<file path="src/rtl/minirisc_acc_core.sv">
// minirisc_acc_core: accumulator-style mini-RISC core with a writable program memory.
// Execution takes two cycles per instruction (FETCH then EXEC). OUT additionally waits
// in OUTW until the consumer takes the value.
//
// Ports:
//   clk, rst             rising-edge clock; asynchronous active-high reset
//   ena                  0 freezes every register, including program-memory writes
//   prog_we/addr/data    program-memory write port, honoured only in IDLE or HALT
//   start                pulse in IDLE or HALT to run from PC=0
//   out_data/valid/ready ready/valid result port driven by the OUT instruction
//   acc_out, pc_out      architectural accumulator and program counter
//   state_out            0 IDLE, 1 FETCH, 2 EXEC, 3 OUTW, 4 HALT
//   zero, carry, halted  flags and the HALT state indicator
module minirisc_acc_core #(
  parameter int unsigned DATA_W     = 8,
  parameter int unsigned NREGS      = 4,
  parameter int unsigned IMEM_DEPTH = 16,
  localparam int unsigned PC_W      = $clog2(IMEM_DEPTH)
) (
  input  logic              clk,
  input  logic              rst,
  input  logic              ena,
  input  logic              prog_we,
  input  logic [PC_W-1:0]   prog_addr,
  input  logic [15:0]       prog_data,
  input  logic              start,
  output logic [DATA_W-1:0] out_data,
  output logic              out_valid,
  input  logic              out_ready,
  output logic [DATA_W-1:0] acc_out,
  output logic [PC_W-1:0]   pc_out,
  output logic [2:0]        state_out,
  output logic              zero,
  output logic              carry,
  output logic              halted
);

  localparam int unsigned RW = (NREGS > 1) ? $clog2(NREGS) : 1;

  localparam logic [2:0] ST_IDLE  = 3'd0;
  localparam logic [2:0] ST_FETCH = 3'd1;
  localparam logic [2:0] ST_EXEC  = 3'd2;
  localparam logic [2:0] ST_OUTW  = 3'd3;
  localparam logic [2:0] ST_HALT  = 3'd4;

  localparam logic [3:0] OP_LDI  = 4'h1;
  localparam logic [3:0] OP_ADD  = 4'h2;
  localparam logic [3:0] OP_SUB  = 4'h3;
  localparam logic [3:0] OP_AND  = 4'h4;
  localparam logic [3:0] OP_OR   = 4'h5;
  localparam logic [3:0] OP_XOR  = 4'h6;
  localparam logic [3:0] OP_MOV  = 4'h7;
  localparam logic [3:0] OP_LDR  = 4'h8;
  localparam logic [3:0] OP_JMP  = 4'h9;
  localparam logic [3:0] OP_JZ   = 4'hA;
  localparam logic [3:0] OP_JC   = 4'hB;
  localparam logic [3:0] OP_OUT  = 4'hC;
  localparam logic [3:0] OP_HALT = 4'hF;

  logic [15:0]       imem [IMEM_DEPTH];
  logic [DATA_W-1:0] regs_q [NREGS];

  logic [2:0]        state_q, state_d;
  logic [PC_W-1:0]   pc_q, pc_d;
  logic [DATA_W-1:0] acc_q, acc_d;
  logic [DATA_W-1:0] out_data_q, out_data_d;
  logic              out_valid_q, out_valid_d;
  logic              zero_q, zero_d;
  logic              carry_q, carry_d;
  logic [15:0]       ir_q, ir_d;

  logic              idle_like;
  logic [3:0]        op;
  logic [RW-1:0]     reg_idx;
  logic [DATA_W-1:0] imm_ext;
  logic [DATA_W-1:0] rdata;
  logic [PC_W-1:0]   jmp_tgt;
  logic [PC_W-1:0]   pc_inc;
  logic [DATA_W:0]   sum;
  logic [DATA_W:0]   diff;
  logic              acc_wr;
  logic              reg_we;
  logic              unused_ir;

  assign idle_like = (state_q == ST_IDLE) || (state_q == ST_HALT);
  assign op        = ir_q[15:12];
  assign reg_idx   = ir_q[8 +: RW];
  assign imm_ext   = DATA_W'(ir_q[7:0]);
  assign jmp_tgt   = PC_W'(ir_q[7:0]);
  assign rdata     = regs_q[reg_idx];
  assign pc_inc    = pc_q + PC_W'(1);
  // Extra top bit carries out of ADD; for SUB it is set exactly when a borrow occurs.
  assign sum       = {1'b0, acc_q} + {1'b0, rdata};
  assign diff      = {1'b0, acc_q} - {1'b0, rdata};
  // Register-index and immediate bits beyond the configured widths are ignored.
  assign unused_ir = ^ir_q;

  always_comb begin
    state_d     = state_q;
    pc_d        = pc_q;
    acc_d       = acc_q;
    out_data_d  = out_data_q;
    out_valid_d = out_valid_q;
    zero_d      = zero_q;
    carry_d     = carry_q;
    ir_d        = ir_q;
    acc_wr      = 1'b0;
    reg_we      = 1'b0;

    case (state_q)
      ST_IDLE, ST_HALT: begin
        if (start) begin
          state_d = ST_FETCH;
          pc_d    = '0;
          acc_d   = '0;
          zero_d  = 1'b0;
          carry_d = 1'b0;
        end
      end
      ST_FETCH: begin
        ir_d    = imem[pc_q];
        state_d = ST_EXEC;
      end
      ST_EXEC: begin
        state_d = ST_FETCH;
        pc_d    = pc_inc;
        case (op)
          OP_LDI: begin acc_d = imm_ext;       acc_wr = 1'b1; end
          OP_ADD: begin acc_d = sum[DATA_W-1:0];  carry_d = sum[DATA_W];  acc_wr = 1'b1; end
          OP_SUB: begin acc_d = diff[DATA_W-1:0]; carry_d = diff[DATA_W]; acc_wr = 1'b1; end
          OP_AND: begin acc_d = acc_q & rdata; acc_wr = 1'b1; end
          OP_OR:  begin acc_d = acc_q | rdata; acc_wr = 1'b1; end
          OP_XOR: begin acc_d = acc_q ^ rdata; acc_wr = 1'b1; end
          OP_MOV: reg_we = 1'b1;
          OP_LDR: begin acc_d = rdata;         acc_wr = 1'b1; end
          OP_JMP: pc_d = jmp_tgt;
          OP_JZ:  if (zero_q)  pc_d = jmp_tgt;
          OP_JC:  if (carry_q) pc_d = jmp_tgt;
          OP_OUT: begin
            out_data_d  = acc_q;
            out_valid_d = 1'b1;
            pc_d        = pc_q;
            state_d     = ST_OUTW;
          end
          OP_HALT: begin
            pc_d    = pc_q;
            state_d = ST_HALT;
          end
          default: ;
        endcase
        if (acc_wr) zero_d = (acc_d == '0);
      end
      ST_OUTW: begin
        if (out_ready) begin
          out_valid_d = 1'b0;
          pc_d        = pc_inc;
          state_d     = ST_FETCH;
        end
      end
      default: state_d = ST_IDLE;
    endcase
  end

  always_ff @(posedge clk or posedge rst) begin
    if (rst) begin
      state_q     <= ST_IDLE;
      pc_q        <= '0;
      acc_q       <= '0;
      out_data_q  <= '0;
      out_valid_q <= 1'b0;
      zero_q      <= 1'b0;
      carry_q     <= 1'b0;
      ir_q        <= '0;
    end else if (ena) begin
      state_q     <= state_d;
      pc_q        <= pc_d;
      acc_q       <= acc_d;
      out_data_q  <= out_data_d;
      out_valid_q <= out_valid_d;
      zero_q      <= zero_d;
      carry_q     <= carry_d;
      ir_q        <= ir_d;
    end
  end

  always_ff @(posedge clk or posedge rst) begin
    if (rst) begin
      for (int i = 0; i < int'(NREGS); i++) regs_q[i] <= '0;
    end else if (ena && reg_we) begin
      regs_q[reg_idx] <= acc_q;
    end
  end

  // Program memory has no reset so its contents survive rst.
  always_ff @(posedge clk) begin
    if (ena && prog_we && idle_like) imem[prog_addr] <= prog_data;
  end

  assign out_data  = out_data_q;
  assign out_valid = out_valid_q;
  assign acc_out   = acc_q;
  assign pc_out    = pc_q;
  assign state_out = state_q;
  assign zero      = zero_q;
  assign carry     = carry_q;
  assign halted    = (state_q == ST_HALT);

endmodule

</file>
<file path="config.mk">
export PLATFORM = sky130hd
export DESIGN_NAME = minirisc_acc_core
export DESIGN_NICKNAME = d
export VERILOG_FILES = /design/src/rtl/minirisc_acc_core.sv
export SDC_FILE = /design/constraint.sdc
export NUM_CORES = 1
export LEC_CHECK = 0
export BUFFER_PORTS_ARGS = -buffer_cell sky130_fd_sc_hd__buf_4
export CAP_MARGIN = 20
export CORE_MARGIN = 2
export CORE_UTILIZATION = 45
export DETAILED_ROUTE_END_ITERATION = 6
export PLACE_DENSITY = 0.58
export SLEW_MARGIN = 20
export SYNTH_ARGS = -nofsm -noshare
export SYNTH_HDL_FRONTEND = slang
export SYNTH_SLANG_ARGS = --single-unit
</file>
<file path="constraint.sdc">
create_clock -name clk -period 6.3 [get_ports clk]
set_input_delay 0.315 -clock clk [delete_from_list [all_inputs] [get_ports clk]]
set_output_delay 0.315 -clock clk [all_outputs]
set_load 0.01 [all_outputs]
</file>
==> run_results.csv, run 1 <==
group,metric,value,unit
layout,drive_above_1_share,28.85,%
route,routed_wl,31.05,mm
place,pre_cts_ws,2.401,ns
place,io_buffer_count,50,
critical_path,slowest_stage,"dfrtp_1",
global_route,grt_pass1_wl,47.15,mm
clocking,cts_tree,"done",
clocking,clock_latency,0.56,ns
clocking,htreeDepth,1,
critical_path,worstSetupPathType,"flip-flop to flip-flop",
synthesis,synthDominantCellAreaShare,51.07,%
place,place_area,13970,sq um
route,via_count,7268,
synthesis,yosys_warnings,0,
clocking,clk_pin_slew_worst_paths,0.06,ns
route,drt_pass1_iterations,4,
worst_hold_path,min-delay-start,"ena",
critical_path,r2r_start,"ir_q[8]$_DFFE_PP0P_",
critical_path,required,6.72,ns
synthesis,netlist_area,13170,sq um
synthesis,yosys.area.top_type,"edfxtp_1",
route,via_per_inst,5.796,
synthesis,synth_edf_count,224,
critical_path,cp.buffers_inverters,0,
clocking,cts_sinks,296,
layout,fin_cells,1254,
layout,fillers,2367,
power,seqPwrFrac,43.7,%
clocking,cts_buffers,31,
critical_path,crit_arrival,4.35,ns
layout,nNetsFinal,899,
sta,skew,0.01036,ns
worst_hold_path,hold_path_class,"input port to flip-flop",
layout,final_cell_mix,"224 x edfxtp_1, 74 x buf_4, 71 x mux4_2",
place,gp_congestion,0.8476,
layout,final_cell_area,14910,sq um
layout,synthToLayoutAreaGrowth,13.23,%
die,die_h,175.1,um
sta,hold_viol,0,
critical_path,ff2ff_setup_slack,2.38,ns
critical_path,path_max_fanout,13,
die,dieArea,30650,sq um
power,power_switching,1.844,mW
power,p_sw_share,31.82,%
place,place_hpwl,20.25,mm
run_status,status,"finished, final reports clean",
layout,seq_area,8534,sq um
sta,max_freq,0.2549,GHz
critical_path,r2r_cells,10,
sta,grt_setup_unrepaired,"no",
worst_hold_path,whs_path_depth,2,
route,drt_iter0_markers,514,
layout,final_common_cell,"edfxtp_1",
sta,post-route-min-period,3.923,ns
synthesis,ys_seq_elements,296,
clocking,cts_setup_buffers,0,
clocking,cts.path.max_buffers,3,
critical_path,start_kind,"flip-flop",
worst_hold_path,min_to,"state_out[0]$_DFFE_PP0P_",
global_route,antenna_found_initial,0,
die,start_util,45.77,%
place,dpl.cell_count,1195,
sta,relSlewSlack,28.61,%
route,wl_per_cell,24.76,um
synthesis,postSynthAreaPerCell,16.93,sq um
die,core,28780,sq um
synthesis,yosysUniqueCellTypes,78,
global_route,grt_max_degree,73,
power,pwr-share-comb,27.5,%
sta,finalSetupViolations,0,
die,design.portCount,53,
power,power_frac_clock,28.7,%
global_route,gr-usage-all-layers,20.70,%
sta,setup_tns,0,ns
power,p_leak,5.307,nW
power,internal-power,3.951,mW
sta,timing.final.crit_share,62.28,%
critical_path,cp_top_family,"compound AO/OA/AOI/OAI gates",
critical_path,worstSetupEndpointType,"flip-flop",
clocking,clock-root-buffer,"clkbuf_16",
synthesis,synth_fp_nets,832,
layout,multiInputGateArea,4308,sq um
synthesis,postSynthCellCount,778,
layout,diodes,0,
route,drc,0,
power,total_power,5.795,mW
synthesis,synthFlopType,"edfxtp_1",
sta,finalWorstSetupSlack,2.377,ns
die,chipWidth,175.1,um
route,postRouteAntennaNets,0,
critical_path,rr_endpoint,"carry$_DFFE_PP0P_",
critical_path,path_cells,"mux4_1 > ha_1 > fa_1 > a21o_1 > a21oi_1 > o21ai_0 > a211oi_1 > a21oi_1 > a221oi_1 > o21ai_0",
job,cap_violations,0,
critical_path,critPathMaxStageDelay,0.79,ns
synthesis,synthTopCellsByArea,"edfxtp_1 51%, dfrtp_1 14%, mux4_2 12%",
sta,worst_slew_pin_slew,1.067,ns
synthesis,ys_async_sr_fraction,24.32,%
global_route,grt_pass1_vias,7468,
die,rows,62,
global_route,grt_overflow,0,
power,vdd_drop_max,0.0002159,V
synthesis,yosysSeqAreaShare,64.75,%
power,power_density,388.5,nW/um^2
sta,slew_viol_final,0,
-- worst max-delay path by stage --
| stage | endpoint | slack [ns] | start | cells past startpoint |
|---|---|---|---|---|
| 6_report | carry$_DFFE_PP0P_ | 2.38 | ir_q[8]$_DFFE_PP0P_ | 10 |
| 3_5_place_dp | zero$_DFFE_PP0P_ | 2.40 | ir_q[8]$_DFFE_PP0P_ | 10 |
| 5_1_grt | zero$_DFFE_PP0P_ | 2.19 | ir_q[8]$_DFFE_PP0P_ | 10 |
| 4_1_cts | zero$_DFFE_PP0P_ | 2.35 | ir_q[8]$_DFFE_PP0P_ | 10 |
| 2_1_floorplan | zero$_DFFE_PP0P_ | 3.31 | ir_q[8]$_DFFE_PP0P_ | 10 |
| 3_3_place_gp | carry$_DFFE_PP0P_ | 2.41 | ir_q[8]$_DFFE_PP0P_ | 10 |
-- sequential cells by signal, summed over array words and instances (netlist names) --
| register | flops |
|---|---|
| acc_out | 8 |
| carry | 1 |
| imem | 224 |
| ir_q | 14 |
| out_data | 8 |
| out_valid | 1 |
| pc_out | 4 |
| regs_q | 32 |
| state_out | 3 |
| zero | 1 |
-- timing repair --
| action | 4_1_cts | 5_1_grt |
|---|---|---|
| resized for setup | 0 | 0 |
| hold buffers | 1 | 0 |
| endpoints found under the hold margin | 1 | 0 |
-- Yosys cell counts (4+ instances only) --
| master | count |
|---|---|
| clkbuf_1 | 16 |
| mux4_2 | 71 |
| buf_6 | 8 |
| inv_1 | 23 |
| mux4_1 | 7 |
| buf_2 | 7 |
| a21oi_1 | 18 |
| a2111oi_0 | 4 |
| and2_1 | 4 |
| a22oi_1 | 7 |
| mux2i_1 | 5 |
| o211ai_1 | 5 |
| nor3_1 | 14 |
| nand2_1 | 34 |
| edfxtp_1 | 224 |
| nor2_1 | 32 |
| ha_1 | 26 |
| dfrtp_1 | 72 |
| a22o_1 | 9 |
| nand2b_1 | 13 |
| mux2_2 | 37 |
| a21o_1 | 4 |
| nand3_1 | 7 |
| o21ai_0 | 33 |
| clkbuf_8 | 4 |
| nand3b_1 | 4 |
| nor2b_1 | 11 |
| buf_1 | 4 |
-- stage by stage --
step           hold slack, ns  utilization, %
3_3_place_gp           0.4613           48.54
5_1_grt               0.01706           51.82
2_1_floorplan          0.4139               -
4_1_cts              0.008154           51.81
6_report              0.02830           51.82
3_5_place_dp           0.4678           48.54
-- logic make-up after synthesis --
logic type | Yosys count | synth area share (%)
flops | 296 | 64.75
simple gates | 142 | 5.823
compound gates | 121 | 6.422
mux | 121 | 17.17
buf+inv | 66 | 2.802
fa+ha+maj | 28 | 2.774
xor+xnor | 4 | 0.2660
-- power by group through the flow --
stage	Clock [mW]	Sequential (mW)	Combinational [mW]
final	1.66	2.54	1.60
after global routing	1.79	2.57	1.73
after CTS	1.71	2.54	1.61
after detailed placement	0	2.58	1.60
after global placement	0	2.58	1.60
after floorplan	0	2.38	1.33
-- final cells by class --
class / instances / share of cell area (%)
Multi-Input combinational cell: 416 / 28.88
Clock inverter: 20 / 0.8725
Tap cell: 384 / 3.221
Clock buffer: 38 / 5.378
Sequential cell: 296 / 57.22
Inverter: 25 / 0.6292
Timing Repair Buffer: 75 / 3.792
-- layer usage --
| layer | up-vias | track usage [%] | wire length, um |
|---|---|---|---|
| met1 | 3792 | 27.48 | 12930 |
| li1 | 3241 | - | - |
| met5 | - | 0 | 0 |
| met4 | 0 | 6.111 | 695 |
| met2 | 182 | 35.82 | 15970 |
| met3 | 53 | 2.807 | 1445 |
No activity file was read; power rests on OpenSTA's default activity.
==> run 2: changes to the inputs <==
- clock period: 6.3 -> 4 ns (I/O delays scaled with it)
==> run 2 against run 1 <==
Compared with the run above: die area did not move; register-to-register slack lost 1.8 ns; largest cell class unchanged; first-iteration DRC count down 8.8%; critical endpoint unchanged; sequential share of layout area shrank 1.3 points; hold slack gained 0.079 ns; sequential power is 53% higher.
==> run_results.csv, run 2 (synthesis results as in run 1) <==
group,metric,value,unit
sta,slew_viol_final,0,
sta,finalSetupViolations,0,
layout,final_cell_area,15270,sq um
layout,synthToLayoutAreaGrowth,15.90,%
layout,largest_reg_flops,224,
critical_path,worstSetupPathType,"flip-flop to flip-flop",
layout,drive_above_1_share,29.13,%
route,postRouteAntennaNets,0,
layout,diodes,0,
layout,final_cell_mix,"224 x edfxtp_1, 82 x buf_4, 71 x mux4_2",
clocking,clock-root-buffer,"clkbuf_16",
route,drc,0,
layout,reg.largest.list,"imem x224, regs_q x32, ir_q x14",
critical_path,r2r_start,"ir_q[8]$_DFFE_PP0P_",
critical_path,r2r_cells,10,
place,place_hpwl,20.35,mm
clocking,cts.path.max_buffers,3,
sta,grt_setup_unrepaired,"no",
global_route,grt_max_degree,50,
clocking,cts_sinks,296,
critical_path,crit_path_start,"ir_q[8]$_DFFE_PP0P_",
global_route,grt_pass1_vias,7829,
die,die_h,175.1,um
job,cap_violations,0,
die,chipWidth,175.1,um
layout,fin_cells,1280,
die,dieArea,30650,sq um
die,core,28780,sq um
die,rows,62,
layout,nNetsFinal,926,
clocking,clock_latency,0.55,ns
sta,timing.final.crit_share,84.62,%
clocking,cts_buffers,31,
sta,post-route-min-period,3.385,ns
route,drt_pass1_iterations,7,
critical_path,path_max_fanout,4,
clocking,clk_pin_slew_worst_paths,0.07,ns
critical_path,worstSetupEndpoint,"carry$_DFFE_PP0P_",
route,via_per_inst,5.781,
layout,final_util,53.04,%
critical_path,critPathMaxStageDelay,0.68,ns
place,gp_congestion,0.9202,
clocking,cts_tree,"done",
critical_path,crit_arrival,3.81,ns
sta,setup_tns,0,ns
die,design.portCount,53,
route,wl_per_cell,23.88,um
power,total_power,9.475,mW
global_route,grt_pass1_wl,46.96,mm
critical_path,required,4.43,ns
worst_hold_path,whs_path_depth,2,
sta,whs,0.1076,ns
critical_path,slowest_stage,"mux4_1",
critical_path,path_cells,"mux4_1 > ha_1 > fa_1 > a21o_1 > a21oi_1 > o21ai_0 > a211oi_1 > a21oi_1 > a221oi_1 > o21ai_0",
critical_path,rr_endpoint,"carry$_DFFE_PP0P_",
power,vdd_drop_max,0.0003575,V
sta,relSlewSlack,22.96,%
global_route,antenna_found_initial,0,
global_route,gr-usage-all-layers,20.35,%
critical_path,ff2ff_setup_slack,0.62,ns
die,start_util,45.77,%
place,io_buffer_count,50,
power,p_leak,5.493,nW
power,power_density,620.7,nW/um^2
route,via_count,7400,
layout,final_common_cell,"edfxtp_1",
place,pre_cts_ws,0.6816,ns
worst_hold_path,hold_path_class,"input port to flip-flop",
run_status,status,"finished, final reports clean",
route,routed_wl,30.56,mm
place,dpl.cell_count,1205,
sta,worst_slew_pin_slew,1.156,ns
sta,max_freq,0.2954,GHz
critical_path,worstSetupEndpointType,"flip-flop",
route,drt_iter0_markers,469,
sta,hold_viol,0,
place,place_area,14060,sq um
layout,top_register,"imem",
global_route,grt_overflow,0,
sta,finalWorstSetupSlack,0.6150,ns
sta,skew,0.01172,ns
clocking,htreeDepth,1,
critical_path,start_kind,"flip-flop",
run 2: cell count changes in the layout (fill, tap and decap cells not counted), moves of 2 or more:
cell	previous run	this run
bufinv_16	1	5
clkbuf_1	7	4
clkinvlp_4	2	0
clkinv_2	5	7
buf_4	74	82
dlygate4sd3_1	1	18
buf_12	0	2
run 2: worst min-delay path by stage:
stage,start,endpoint,slack [ns]
2_1_floorplan,prog_data[0],imem[0][0]$_DFFE_PP_,0.30
3_3_place_gp,rst,regs_q[16]$_DFFE_PP0P_,0.37
3_5_place_dp,rst,regs_q[16]$_DFFE_PP0P_,0.39
4_1_cts,prog_addr[2],imem[1][9]$_DFFE_PP_,0.10
5_1_grt,prog_addr[2],imem[1][15]$_DFFE_PP_,0.11
6_report,prog_addr[3],imem[1][9]$_DFFE_PP_,0.11
run 2: final cells by class:
| type | instances | area (sq um) |
|---|---|---|
| flip-flops and latches | 296 | 8533 |
| repair buffers | 102 | 835.8 |
| multi-input cells | 416 | 4299 |
| inverters | 25 | 93.84 |
| well taps | 384 | 480.5 |
| clock buffers | 35 | 790.8 |
| fillers | 2352 | 13510 |
| clock inverters | 22 | 232.7 |
run 2: critical path, delay by kind of cell (launching register included):
kind                     cells  cell delay, ns
multiplexers                 1            0.68
flip-flops                   1            0.44
adder cells (fa/ha/maj)      2            0.74
AO/OA/AOI/OAI                7            1.40
run 2: routing by layer:
metal,track usage (%),wire [um]
met1,25.06,12180
met2,36.63,15960
met3,2.894,1329
met4,7.326,1082
met5,0,0
run 2: timing repair:
action,4_1_cts,5_1_grt
hold endpoints to repair,261,0
resized for setup,0,0
buffers inserted,0,0
hold buffers,18,0
run 2: power breakdown:
| group | internal, mW | total (mW) | switching [mW] |
|---|---|---|---|
| logic | 1.33 | 2.71 | 1.39 |
| clock network | 1.73 | 2.88 | 1.14 |
| registers | 3.50 | 3.89 | 0.391 |
==> run 3: changes to the inputs <==
- PLACE_DENSITY: 0.58 -> 0.61
- clock period: 4 -> 3.06 ns (I/O delays scaled with it)
==> run 3 against run 2 <==
Compared with the run above: final cell count rose by 5.5%; register-to-register slack got worse by 0.59 ns; sequential cell count did not move; maximum frequency rose by 12%; first-iteration DRC count rose by 28%; clock power rose by 34%; non-clock buffer count rose by 69; routed wire length rose by 4.2%; global-route usage rose by 0.74 points; sequential power rose by 28%; sequential share of layout area fell by 2.6 points; largest cell class unchanged; largest power group unchanged; highest routed layer unchanged.
==> run_results.csv, run 3 (synthesis results as in run 1) <==
group,metric,value,unit
sta,hold_viol,0,
layout,fin_cells,1350,
critical_path,required,3.51,ns
layout,final_cell_mix,"224 x edfxtp_1, 145 x buf_4, 78 x mux4_2",
sta,post-route-min-period,3.032,ns
place,gp_congestion,0.8505,
clocking,clk_pin_slew_worst_paths,0.07,ns
place,io_buffer_count,50,
global_route,grt_overflow,0,
clocking,clock_latency,0.55,ns
die,dieArea,30650,sq um
die,core,28780,sq um
die,chipWidth,175.1,um
critical_path,worstSetupPathType,"flip-flop to flip-flop",
clocking,cts_sinks,296,
clocking,htreeDepth,1,
sta,slew_viol_final,0,
layout,final_util,55.66,%
power,power_density,822.9,nW/um^2
global_route,antenna_found_initial,1,
sta,worst_slew_pin_slew,0.9764,ns
route,drt_pass1_iterations,4,
critical_path,ff2ff_setup_slack,0.03,ns
sta,relSlewSlack,34.91,%
route,routed_wl,31.84,mm
sta,max_freq,0.3299,GHz
critical_path,start_kind,"flip-flop",
clocking,cts_tree,"done",
place,place_area,14550,sq um
sta,finalSetupViolations,0,
route,drt_iter0_markers,601,
job,cap_violations,0,
sta,grt_setup_unrepaired,"yes",
route,postRouteAntennaNets,0,
route,via_per_inst,5.668,
power,vdd_drop_max,0.0005362,V
die,rows,62,
power,p_leak,5.839,nW
layout,top_register,"imem",
sta,timing.final.crit_share,99.07,%
route,drc,0,
global_route,grt_pass1_wl,48.56,mm
sta,skew,0.01322,ns
global_route,grt_max_degree,30,
critical_path,path_max_fanout,3,
layout,drive_above_1_share,38.24,%
die,die_h,175.1,um
clocking,cts.path.max_buffers,3,
route,via_count,7652,
clocking,clock-root-buffer,"clkbuf_16",
route,wl_per_cell,23.59,um
die,design.portCount,53,
run_status,status,"finished, final reports clean",
layout,final_cell_area,16020,sq um
layout,final_common_cell,"edfxtp_1",
layout,reg.largest.list,"imem x224, regs_q x32, ir_q x14",
die,start_util,45.77,%
layout,nNetsFinal,995,
place,place_hpwl,22.22,mm
global_route,grt_pass1_vias,7934,
worst_hold_path,hold_path_class,"input port to flip-flop",
layout,synthToLayoutAreaGrowth,21.62,%
clocking,cts_buffers,31,
place,dpl.cell_count,1267,
critical_path,crit_arrival,3.48,ns
critical_path,worstSetupEndpointType,"flip-flop",
layout,largest_reg_flops,224,
global_route,gr-usage-all-layers,21.09,%
run 3: changes by cell type in the layout (fill, tap and decap cells not counted), moves of 4 or more:
cell | previous run | this run
buf_6 | 0 | 4
mux4_2 | 71 | 78
mux4_1 | 7 | 0
buf_4 | 82 | 145
clkinv_2 | 7 | 2
ha_2 | 0 | 4
nor3_1 | 10 | 6
ha_4 | 0 | 4
ha_1 | 26 | 18
run 3: where the power goes:
group	internal, mW	leakage (nW)	switching (mW)
registers	4.57	2.97	0.405
clock network	2.35	0.513	1.51
logic	2.17	2.35	2.17
total	9.09	5.84	4.09
run 3: area by class of cell:
class	count	area [sq um]
inverters	25	93.84
repair buffers	171	1394
well taps	384	480.5
clock inverters	23	266.5
diodes	1	2.502
multi-input cells	416	4462
flip-flops and latches	296	8533
fillers	2246	12760
clock buffers	34	787.0
run 3: metrics by stage:
stage	power [mW]	worst slack (ns)	hold WS, ns	setup TNS [ns]
2_1_floorplan	7.637	0.07101	0.2519	0
3_3_place_gp	9.058	-0.2099	0.2529	-0.5119
3_5_place_dp	9.101	-0.2495	0.2644	-0.6103
4_1_cts	13.14	0.007743	0.1033	0
5_1_grt	13.79	-0.09482	0.1522	-0.1548
6_report	13.18	0.02837	0.1244	0
run 3: timing repair:
| action | 4_1_cts | 5_1_grt |
|---|---|---|
| setup endpoints to repair | 5 | 5 |
| hold buffers | 18 | 0 |
| endpoints found under the hold margin | 253 | 0 |
| buffers inserted | 5 | 3 |
| pin swaps | 14 | 6 |
| resized for setup | 34 | 20 |
run 3: per-layer routing:
metal	wire length (um)	global-route usage, %
met1	12980	27.14
met2	16590	36.87
met3	1240	2.720
met4	1031	7.604
met5	0	0
run 3: critical path: stages, from the launching register on:
cell and delay [ns]:
dfrtp_1 0.42, mux4_2 0.58, ha_1 0.25, fa_2 0.39, a21o_1 0.18, a21oi_2 0.18, o2bb2ai_1 0.09, o22ai_1 0.16
o2111ai_2 0.16, nand4bb_4 0.22, o41ai_2 0.31
run 3: path summary, 6_finish.rpt:
path | startpoint | end | depth (start not counted)
worst max-delay path | ir_q[8]$_DFFE_PP0P_ | zero$_DFFE_PP0P_ | 10
worst min-delay path | start | state_out[2]$_DFFE_PP0P_ | 3
worst max register to register | ir_q[8]$_DFFE_PP0P_ | zero$_DFFE_PP0P_ | 10
worst min register to register | regs_q[2]$_DFFE_PP0P_ | regs_q[2]$_DFFE_PP0P_ | 2
max in group asynchronous | rst | out_data[0]$_DFFE_PP0P_ | 4
min in group asynchronous | rst | regs_q[8]$_DFFE_PP0P_ | 3
